File: config.mk
export PLATFORM = sky130hd
export DESIGN_NAME = irq_controller
export DESIGN_NICKNAME = d
export VERILOG_FILES = /design/src/rtl/irq_controller.sv
export SDC_FILE = /design/constraint.sdc
export NUM_CORES = 1
export LEC_CHECK = 0
export ABC_AREA = 1
export BUFFER_PORTS_ARGS = -buffer_cell sky130_fd_sc_hd__buf_4
export CORE_MARGIN = 2
export CORE_UTILIZATION = 48
export DETAILED_ROUTE_END_ITERATION = 16
export PLACE_DENSITY = 0.72
export SLEW_MARGIN = 10
export SYNTH_ARGS = -nofsm -noshare
export SYNTH_HDL_FRONTEND = slang
export SYNTH_SLANG_ARGS = --single-unit
File: constraint.sdc
create_clock -name clk -period 10.75 [get_ports clk]
set_input_delay 0 -clock clk [delete_from_list [all_inputs] [get_ports clk]]
set_output_delay 0 -clock clk [all_outputs]
set_load 0.05 [all_outputs]
File: src/rtl/irq_controller.sv
// Platform-level external interrupt controller.
//
// Collects NUM_SRC level-sensitive interrupt lines through per-source gateways,
// holds per-source enable/priority plus a global threshold, and registers the
// best pending source every cycle. ext_irq is raised whenever that best source
// exists. Software claims via a read of 0x0C and completes via a write of 0x0C.
//
// Ports:
//   clk, reset             clock, synchronous active-high reset
//   irq_src[NUM_SRC-1:0]   level interrupt lines, bit i-1 is source ID i
//   req_valid/req_ready    request handshake (req_ready = !resp_valid)
//   req_write, req_addr,   request direction, byte address, write data
//   req_wdata
//   resp_valid, resp_rdata one-cycle response pulse and read data
//   ext_irq                external interrupt request to the CSR file
module irq_controller #(
  parameter int unsigned NUM_SRC = 8,
  parameter int unsigned PRIO_W  = 3
) (
  input  logic               clk,
  input  logic               reset,
  input  logic [NUM_SRC-1:0] irq_src,
  input  logic               req_valid,
  output logic               req_ready,
  input  logic               req_write,
  input  logic [7:0]         req_addr,
  input  logic [31:0]        req_wdata,
  output logic               resp_valid,
  output logic [31:0]        resp_rdata,
  output logic               ext_irq
);

  localparam int unsigned IdW = 5;

  logic [NUM_SRC:1]  pending_q, pending_d;
  logic [NUM_SRC:1]  in_service_q, in_service_d;
  logic [NUM_SRC:1]  enable_q, enable_d;
  logic [PRIO_W-1:0] prio_q [1:NUM_SRC];
  logic [PRIO_W-1:0] prio_d [1:NUM_SRC];
  logic [PRIO_W-1:0] threshold_q, threshold_d;
  logic [IdW-1:0]    best_id_q, best_id_d;
  logic              resp_valid_q, resp_valid_d;
  logic [31:0]       resp_rdata_q, resp_rdata_d;

  logic              accept;
  logic [5:0]        word_idx;
  logic              is_claim;
  logic              is_complete;
  logic [IdW-1:0]    cmpl_id;
  logic [31:0]       rdata;
  logic [PRIO_W-1:0] best_prio;
  logic              unused_bits;

  assign accept      = req_valid && !resp_valid_q;
  assign word_idx    = req_addr[7:2];
  assign is_claim    = accept && !req_write && (word_idx == 6'd3);
  assign is_complete = accept && req_write && (word_idx == 6'd3);
  assign cmpl_id     = req_wdata[IdW-1:0];
  assign unused_bits = ^{req_addr[1:0], req_wdata};

  assign req_ready  = !resp_valid_q;
  assign resp_valid = resp_valid_q;
  assign resp_rdata = resp_rdata_q;
  assign ext_irq    = (best_id_q != '0);

  // Read mux, sampled at the accept edge.
  always_comb begin
    rdata = '0;
    case (word_idx)
      6'd0: rdata = 32'({pending_q, 1'b0});
      6'd1: rdata = 32'({enable_q, 1'b0});
      6'd2: rdata = 32'(threshold_q);
      6'd3: rdata = 32'(best_id_q);
      default: begin
        for (int unsigned i = 1; i <= NUM_SRC; i++) begin
          if (word_idx == 6'(16 + i)) rdata = 32'(prio_q[i]);
        end
      end
    endcase
  end

  // Register writes and bus response.
  always_comb begin
    enable_d     = enable_q;
    threshold_d  = threshold_q;
    prio_d       = prio_q;
    resp_valid_d = accept;
    resp_rdata_d = '0;
    if (accept && !req_write) resp_rdata_d = rdata;
    if (accept && req_write) begin
      case (word_idx)
        6'd1: enable_d    = req_wdata[NUM_SRC:1];
        6'd2: threshold_d = req_wdata[PRIO_W-1:0];
        default: begin
          for (int unsigned i = 1; i <= NUM_SRC; i++) begin
            if (word_idx == 6'(16 + i)) prio_d[i] = req_wdata[PRIO_W-1:0];
          end
        end
      endcase
    end
  end

  // Gateways, claim and complete. Busy is judged on the registered state, so a
  // claim or a fresh rise in the same cycle never produces a second pending.
  always_comb begin
    pending_d    = pending_q;
    in_service_d = in_service_q;
    for (int unsigned i = 1; i <= NUM_SRC; i++) begin
      if (irq_src[i-1] && !pending_q[i] && !in_service_q[i]) pending_d[i] = 1'b1;
      if (is_claim && (best_id_q == IdW'(i))) begin
        pending_d[i]    = 1'b0;
        in_service_d[i] = 1'b1;
      end
      if (is_complete && (cmpl_id == IdW'(i))) in_service_d[i] = 1'b0;
    end
  end

  // Arbiter: strict > against the running best keeps the lowest ID on ties,
  // and seeding with the threshold enforces priority > threshold.
  always_comb begin
    best_prio = threshold_q;
    best_id_d = '0;
    for (int unsigned i = 1; i <= NUM_SRC; i++) begin
      if (pending_q[i] && enable_q[i] && (prio_q[i] > best_prio)) begin
        best_prio = prio_q[i];
        best_id_d = IdW'(i);
      end
    end
  end

  always_ff @(posedge clk) begin
    if (reset) begin
      pending_q    <= '0;
      in_service_q <= '0;
      enable_q     <= '0;
      threshold_q  <= '0;
      best_id_q    <= '0;
      resp_valid_q <= 1'b0;
      resp_rdata_q <= '0;
      for (int unsigned i = 1; i <= NUM_SRC; i++) prio_q[i] <= '0;
    end else begin
      pending_q    <= pending_d;
      in_service_q <= in_service_d;
      enable_q     <= enable_d;
      threshold_q  <= threshold_d;
      best_id_q    <= best_id_d;
      resp_valid_q <= resp_valid_d;
      resp_rdata_q <= resp_rdata_d;
      prio_q       <= prio_d;
    end
  end

endmodule

* Word-level counts from Yosys, hierarchy flattened
Cells that the tools add are included.
Operators by class: order comparisons 8, equality and inequality tests 27, multiplexer cells 24, bitwise logic cells 2, reductions and logical operators 103
Operators by type and width (count):
- 32-bit two-way mux | 7
- 32-bit one-hot mux with 4 select lines | 1
- 1-bit logical AND | 53
- 6-bit by 5-bit equality test with 1-bit output (second input constant) | 8
- 5-bit by 3-bit equality test with 1-bit output (second input constant) | 8
- 2-bit OR reduction | 19
- 4-bit two-way mux | 7
- 3-bit > comparator | 8
- 3-bit two-way mux | 8
- 3-bit AND reduction | 8
- 5-bit by 2-bit equality test with 1-bit output (second input constant) | 4
- 1-bit zero test | 18
- 6-bit by 2-bit equality test with 1-bit output (second input constant) | 2
- 5-bit by 1-bit equality test with 1-bit output (second input constant) | 2
- 5-bit by 4-bit equality test with 1-bit output (second input constant) | 2
- 8-bit OR reduction | 1
- 6-bit by 1-bit equality test with 1-bit output (second input constant) | 1
- 6-bit zero test | 1
- 5-bit nonzero test | 1
- 2-bit AND reduction | 2
- 1-bit NOT | 2
- 1-bit two-way mux | 1
Storage, ports and cells: register bits after elaboration 89, bits of input ports 52, output and inout bits 35, logic and storage cells 195

* Logic depth before layout (Yosys ltp)
depth in word-level cells 24, mapped depth 59, gate-level depth less buffers 59

* Worst setup path before layout
Ideal clock, no wire load.
kind flip-flop to flip-flop, start point reg threshold_q[2], end point reg best_id_q[1], library setup time 75 ps, arrival 7534 ps, required time 10675 ps, path slack 3141 ps, stages on the path, launching flop included 57, clock period less this slack 7609 ps, path through dfxtp_1 -> inv_1 -> ha_1 -> nand3_1 -> nand2_1 -> inv_2 -> nand2_4 -> o21ai_0 -> ha_1 -> o21ai_0 -> nand3_2 -> nand3_4 -> nand2_4 -> nand2_1 -> o21ai_0 -> ha_1 -> nor2_1 -> or2_2 -> [... 21 more ...] -> or2_2 -> nand3_2 -> nand3_4 -> nand2_4 -> nand2_2 -> and2_1 -> ha_1 -> nand2_1 -> o21ai_0 -> nand4_1 -> or2_2 -> nand2_1 -> ha_1 -> nand2_1 -> o21ai_0 -> nand4_1 -> nand2_1 -> a31oi_1
Between the ends: cells in the longest elaborated chain, start to end 24, elaborated cells on any way between the ends 30, those cells by class 8 x order compare; 13 x mux; 9 x reduce/logical
RTL lines:
- start: declaration | line 40 | logic [PRIO_W-1:0] threshold_q, threshold_d;
- start signal: assignment | line 145 | threshold_q <= threshold_d;
- 3-bit > comparator | line 124 | if (pending_q[i] && enable_q[i] && (prio_q[i] > best_prio)) begin
- 1-bit logical AND | line 124
- 3-bit two-way mux * | line 124
- 3-bit > comparator | line 124
- 1-bit logical AND | line 124
- 3-bit two-way mux | line 124
- 3-bit > comparator | line 124
- 1-bit logical AND | line 124
- [... 8 more ...]
- 1-bit logical AND | line 124
- 3-bit two-way mux | line 124
- 3-bit > comparator | line 124
- 1-bit logical AND | line 124
- 3-bit two-way mux | line 124
- 3-bit > comparator | line 124
- 1-bit logical AND | line 124
- 2-bit OR reduction (no line)
- end signal: assignment | line 146 | best_id_q <= best_id_d;
- end: declaration | line 41 | logic [IdW-1:0] best_id_q, best_id_d;
Every way passes the cells marked *; elsewhere a longest branch is shown, timed or not. A chain may end at the register's enable or synchronous reset.

* Final worst setup path
Same ends and word-level chain as after synthesis.

==> results.md <==
Setup path:
- The number of buffers and inverters on the critical path is 3.
- The arrival time of data at the critical path endpoint is 9.17 ns.
- The minimum setup slack among reg-to-reg paths is about 1.8 ns.
- The logic depth of the worst setup path including buffers is 54.
- The slowest stage of the critical path belongs to the cell sky130_fd_sc_hd__dfxtp_1.
- The startpoint of the most critical setup path is threshold_q[2].
- STA puts the critical path data required time at 11.01 ns.
- The worst setup path is launched from a flip-flop.
- The most repeated library cell on the critical path is sky130_fd_sc_hd__ha_1.
- Of all nets on the critical path, the largest fanout is 9.
- The worst flop-to-flop path endpoint is best_id_q[1].
- The path depth of the worst reg2reg path is 54.
- The worst setup path is captured at a flip-flop.
- The startpoint identified for the worst register-to-register timing path is threshold_q[2].
- The end point of the critical path is best_id_q[1].
- The path type of the worst setup path is reg2reg.
- The biggest cell delay along the critical path is roughly 0.40 ns.
- Among cell families on the critical path, the largest total delay comes from simple AND/OR/NAND/NOR gates.

Synth:
- The number of warnings reported in the yosys synthesis log is 0.
- Synthesis instantiated 39 different standard cells from the library.
- Counting flops with an async set or reset pin after synthesis yields a share of 0%.
- The mean instance size in the synthesized netlist is 6.95 um2.
- Synthesis produced a netlist whose cell count is roughly 560.
- The most numerous cell in the Yosys netlist is sky130_fd_sc_hd__nand2_1.
- The synthesized flop and latch total is 65.
- The post-synth design cell area is 3880 um2.
- The top cell type by area accounts for between 30% and 40% of the synthesized area.
- By area the synthesized netlist is led by sky130_fd_sc_hd__dfxtp_1 (34%), sky130_fd_sc_hd__nand2_1 (8.7%), sky130_fd_sc_hd__inv_1 (6.9%), sky130_fd_sc_hd__a21oi_1 (6.7%), sky130_fd_sc_hd__o21ai_0 (5.9%).
- The commonest register cell after synthesis is sky130_fd_sc_hd__dfxtp_1.
- The number of enable-type register cells in the synthesized netlist is 0.
- The commonest cells after synthesis are sky130_fd_sc_hd__nand2_1 (90), sky130_fd_sc_hd__inv_1 (71), sky130_fd_sc_hd__dfxtp_1 (65).
- The sequential fraction of the synthesis area is 33.5%.
- The cell taking the most area after synthesis is sky130_fd_sc_hd__dfxtp_1.

Timing:
- The worst path needs 8.91 ns of the cycle, external delays included.
- The share of the clock period used by the worst path after layout is 82.9%.
- The number of setup violations in the final report is 0.
- The setup TNS is 0 ns.
- The worst slew margin relative to its limit is 44.8%.
- For the pin with the worst max-slew slack, the measured transition is between 0.8 and 0.9 ns.
- The max-slew violation count is 0.
- Setup repair after global routing left no endpoint under its margin.
- The top achievable clock speed is between 100 and 150 MHz.
- Across the routed clock network, the largest skew measured is between 0.01 and 0.015 ns.
- The number of hold violations in the final report is 0.

Routing:
- Dividing the detail-routed wire length by the instance count gives 14.1 um.
- The pre-antenna-repair detailed-routing pass consisted of 5 iterations.
- For this block, the routed nets add up to 10.2 mm of wire.
- The iteration-0 DRC count of the detailed router is 289.
- For this run, design rule violations remaining after detail routing come to 0.
- The number of vias per cell after detailed routing is ~5.2.
- The number of nets with antenna violations after routing is 0.
- The routed layout has 3772 vias.

Clock tree:
- The post-cts resize count is 0.
- After clock tree synthesis, the clock-pin slew on the worst setup and hold paths is 0.08 ns.
- Clock tree synthesis selected as its root buffer the cell sky130_fd_sc_hd__clkbuf_8.
- The maximum clock path buffer count is 2.
- The TritonCTS clock tree is built.
- CTS built an H-tree with a depth of 3.
- The clock latency of the later-clocked register in the worst-skew pair is 0.35 ns.
- The total CTS buffers is 9.
- The clock sink total is 65.

Global routing:
- The number of global-route vias before repair is around 3700.
- The first global-routing pass estimated roughly 17 mm of wire.
- After global routing the overflow that remains totals 0.
- Global routing used 25.1% of the available tracks.
- The pin count of the biggest net entering global routing is 45.
- The initial antenna violation count is 0.

Power and ir drop:
- Of the total power, combinational logic draws between 10% and 20%.
- The worst-case vdd ir drop is 0.110 mV.
- The total power per unit cell area is 116 nW/um2.
- In this run the power spent charging and discharging nets is around 140 uW.
- The net switching share of the total power is 26.9%.
- The static power due to leakage is 0.00205 uW.
- The internal power is about 400 uW.
- The fraction of power consumed by the clock network is 43.6%.
- Per report_power, the sequential group accounts for 46.1% of the total.

Place:
- Port buffering added 38 buffers.
- The half-perimeter wire length after detailed placement is just under 8 mm.
- In this run, placement finished with an instance count of 691.
- The final weighted congestion in routability-driven placement is between 0.9 and 1.

Floorplanning:
- During I/O placement, the number of pins put on the boundary was 87.
- Measured along the y axis, the die boundary spans 93.9 um.
- Once the floorplan was initialized, standard cells occupied roughly 50% of the core.
- Measured along the x axis, the die boundary spans 93.9 um.
- The die covers slightly below 9000 um2.
- The total area inside the core boundary comes to 7770 um2.
- The total number of placement rows is 32.

Layout:
- The multi-input combinational cells in the finished layout cover a total of 2160 um2.
- In the final layout, the share of cells above drive strength 1 is 16.2%.
- The antenna diode instance count is 0.
- The area used by sequential logic in the layout is 1300 um2.
- In the final design database the tool counted 685 nets.
- The signed area change from the synthesized netlist to the final layout is 18.4%.
- Counting the fill cells in the layout gives between 700 and 800.
- Leaving out filler cells and counting taps, the final layout contains 725.

Min path:
- The worst hold path belongs to the class in2reg.
- The worst hold path begins at irq_src[5].

Outcome:
- The flow ran to the end, and the final reports show no timing, DRC or antenna violations.

Run:
- Max-cap violations in this run came to 0.
[per-stage QoR]
stage          power [uW]  hold WS [ns]  worst slack, ns  utilization [%]  instance area (um2)
2_1_floorplan         292         0.135             3.14                -                 3960
3_5_place_dp          301         0.230             2.00             53.8                 4180
3_3_place_gp          301         0.224             2.23             53.8                 4180
6_report              534        0.0187             1.84             59.1                 4590
5_1_grt               552        0.0129             1.01             59.1                 4590
4_1_cts               535       0.00244             1.92             59.1                 4590
[routing by layer]
layer	wire (um)	global-route usage, %	vias up
met3	540	5.30	23
met2	4920	42.5	114
li1	-	-	1927
met1	4470	31.2	1708
met5	0	0	-
met4	315	9.42	0
[power groups by stage]
stage / Combinational [uW] / Clock [uW] / Sequential [uW]
5_1_grt: 59.6 / 246 / 246
4_1_cts: 54.8 / 234 / 246
2_1_floorplan: 40.2 / 0 / 252
3_5_place_dp: 49.5 / 0 / 251
6_report: 55.4 / 232 / 246
3_3_place_gp: 49.1 / 0 / 251
[placed cells by master (no fill, tap or decap), drive strengths merged, types with 2 or more instances in the layout]
cell type | netlist | final
a211oi | 3 | 3
a21oi | 54 | 54
a221oi | 6 | 6
a22oi | 3 | 3
a31oi | 5 | 5
and2 | 2 | 2
buf | 25 | 39
bufinv | 0 | 2
clkbuf | 5 | 9
clkinv | 4 | 7
conb | 1 | 23
dfxtp | 65 | 65
dlygate4sd3 | 0 | 19
ha | 14 | 14
inv | 75 | 75
nand2 | 111 | 111
nand3 | 49 | 49
nand4 | 5 | 5
nor2 | 59 | 59
nor3 | 8 | 8
nor4 | 4 | 4
o21ai | 48 | 48
or2 | 5 | 5
[state kept, by name, indices dropped and copies added, names as in the netlist]
register	cells
in_service_q	8
threshold_q	3
pending_q	8
best_id_q	4
resp_rdata	9
prio_q	24
resp_valid	1
enable_q	8
[cell type report]
type | count | area share, %
inverters | 79 | 6.49
well taps | 102 | 2.78
clock inverters | 6 | 2.04
flip-flops and latches | 65 | 28.3
repair buffers | 58 | 10.5
clock buffers | 9 | 2.70
multi-input cells | 406 | 47.1
[kinds of logic (layout without fill, tap and decap cells)]
kind of cell,after synthesis,count (layout),synth area share (%)
AND/OR/NAND/NOR,243,243,30.6
flip-flops,65,65,33.5
AO/OA/AOI/OAI,126,126,18.5
buffers and inverters,109,152,12.8
other,1,23,0.0967
adder cells (fa/ha/maj),14,14,4.52
[tightest hold or removal path, cell delays in order]
cell and delay [ns]:
sky130_fd_sc_hd__buf_4 0.08, sky130_fd_sc_hd__a21oi_1 0.05, sky130_fd_sc_hd__nor2_1 0.09, sky130_fd_sc_hd__nand2_1 0.06, sky130_fd_sc_hd__inv_1 0.05
[worst min path at each step]
stage          depth (start not counted)  slack, ns            to
3_3_place_gp                           3       0.22   enable_q[5]
5_1_grt                                5       0.01  pending_q[6]
4_1_cts                                5      0.002  pending_q[6]
3_5_place_dp                           3       0.23   enable_q[6]
2_1_floorplan                          2       0.13   enable_q[5]
6_report                               5       0.02  pending_q[6]
[what timing repair did]
| action | 4_1_cts | 5_1_grt |
|---|---|---|
| endpoints found under the setup margin | 0 | 0 |
| endpoints found under the hold margin | 26 | 0 |
| hold buffers | 19 | 0 |
| buffers inserted | 0 | 0 |
(Power assumes the default switching activity.)
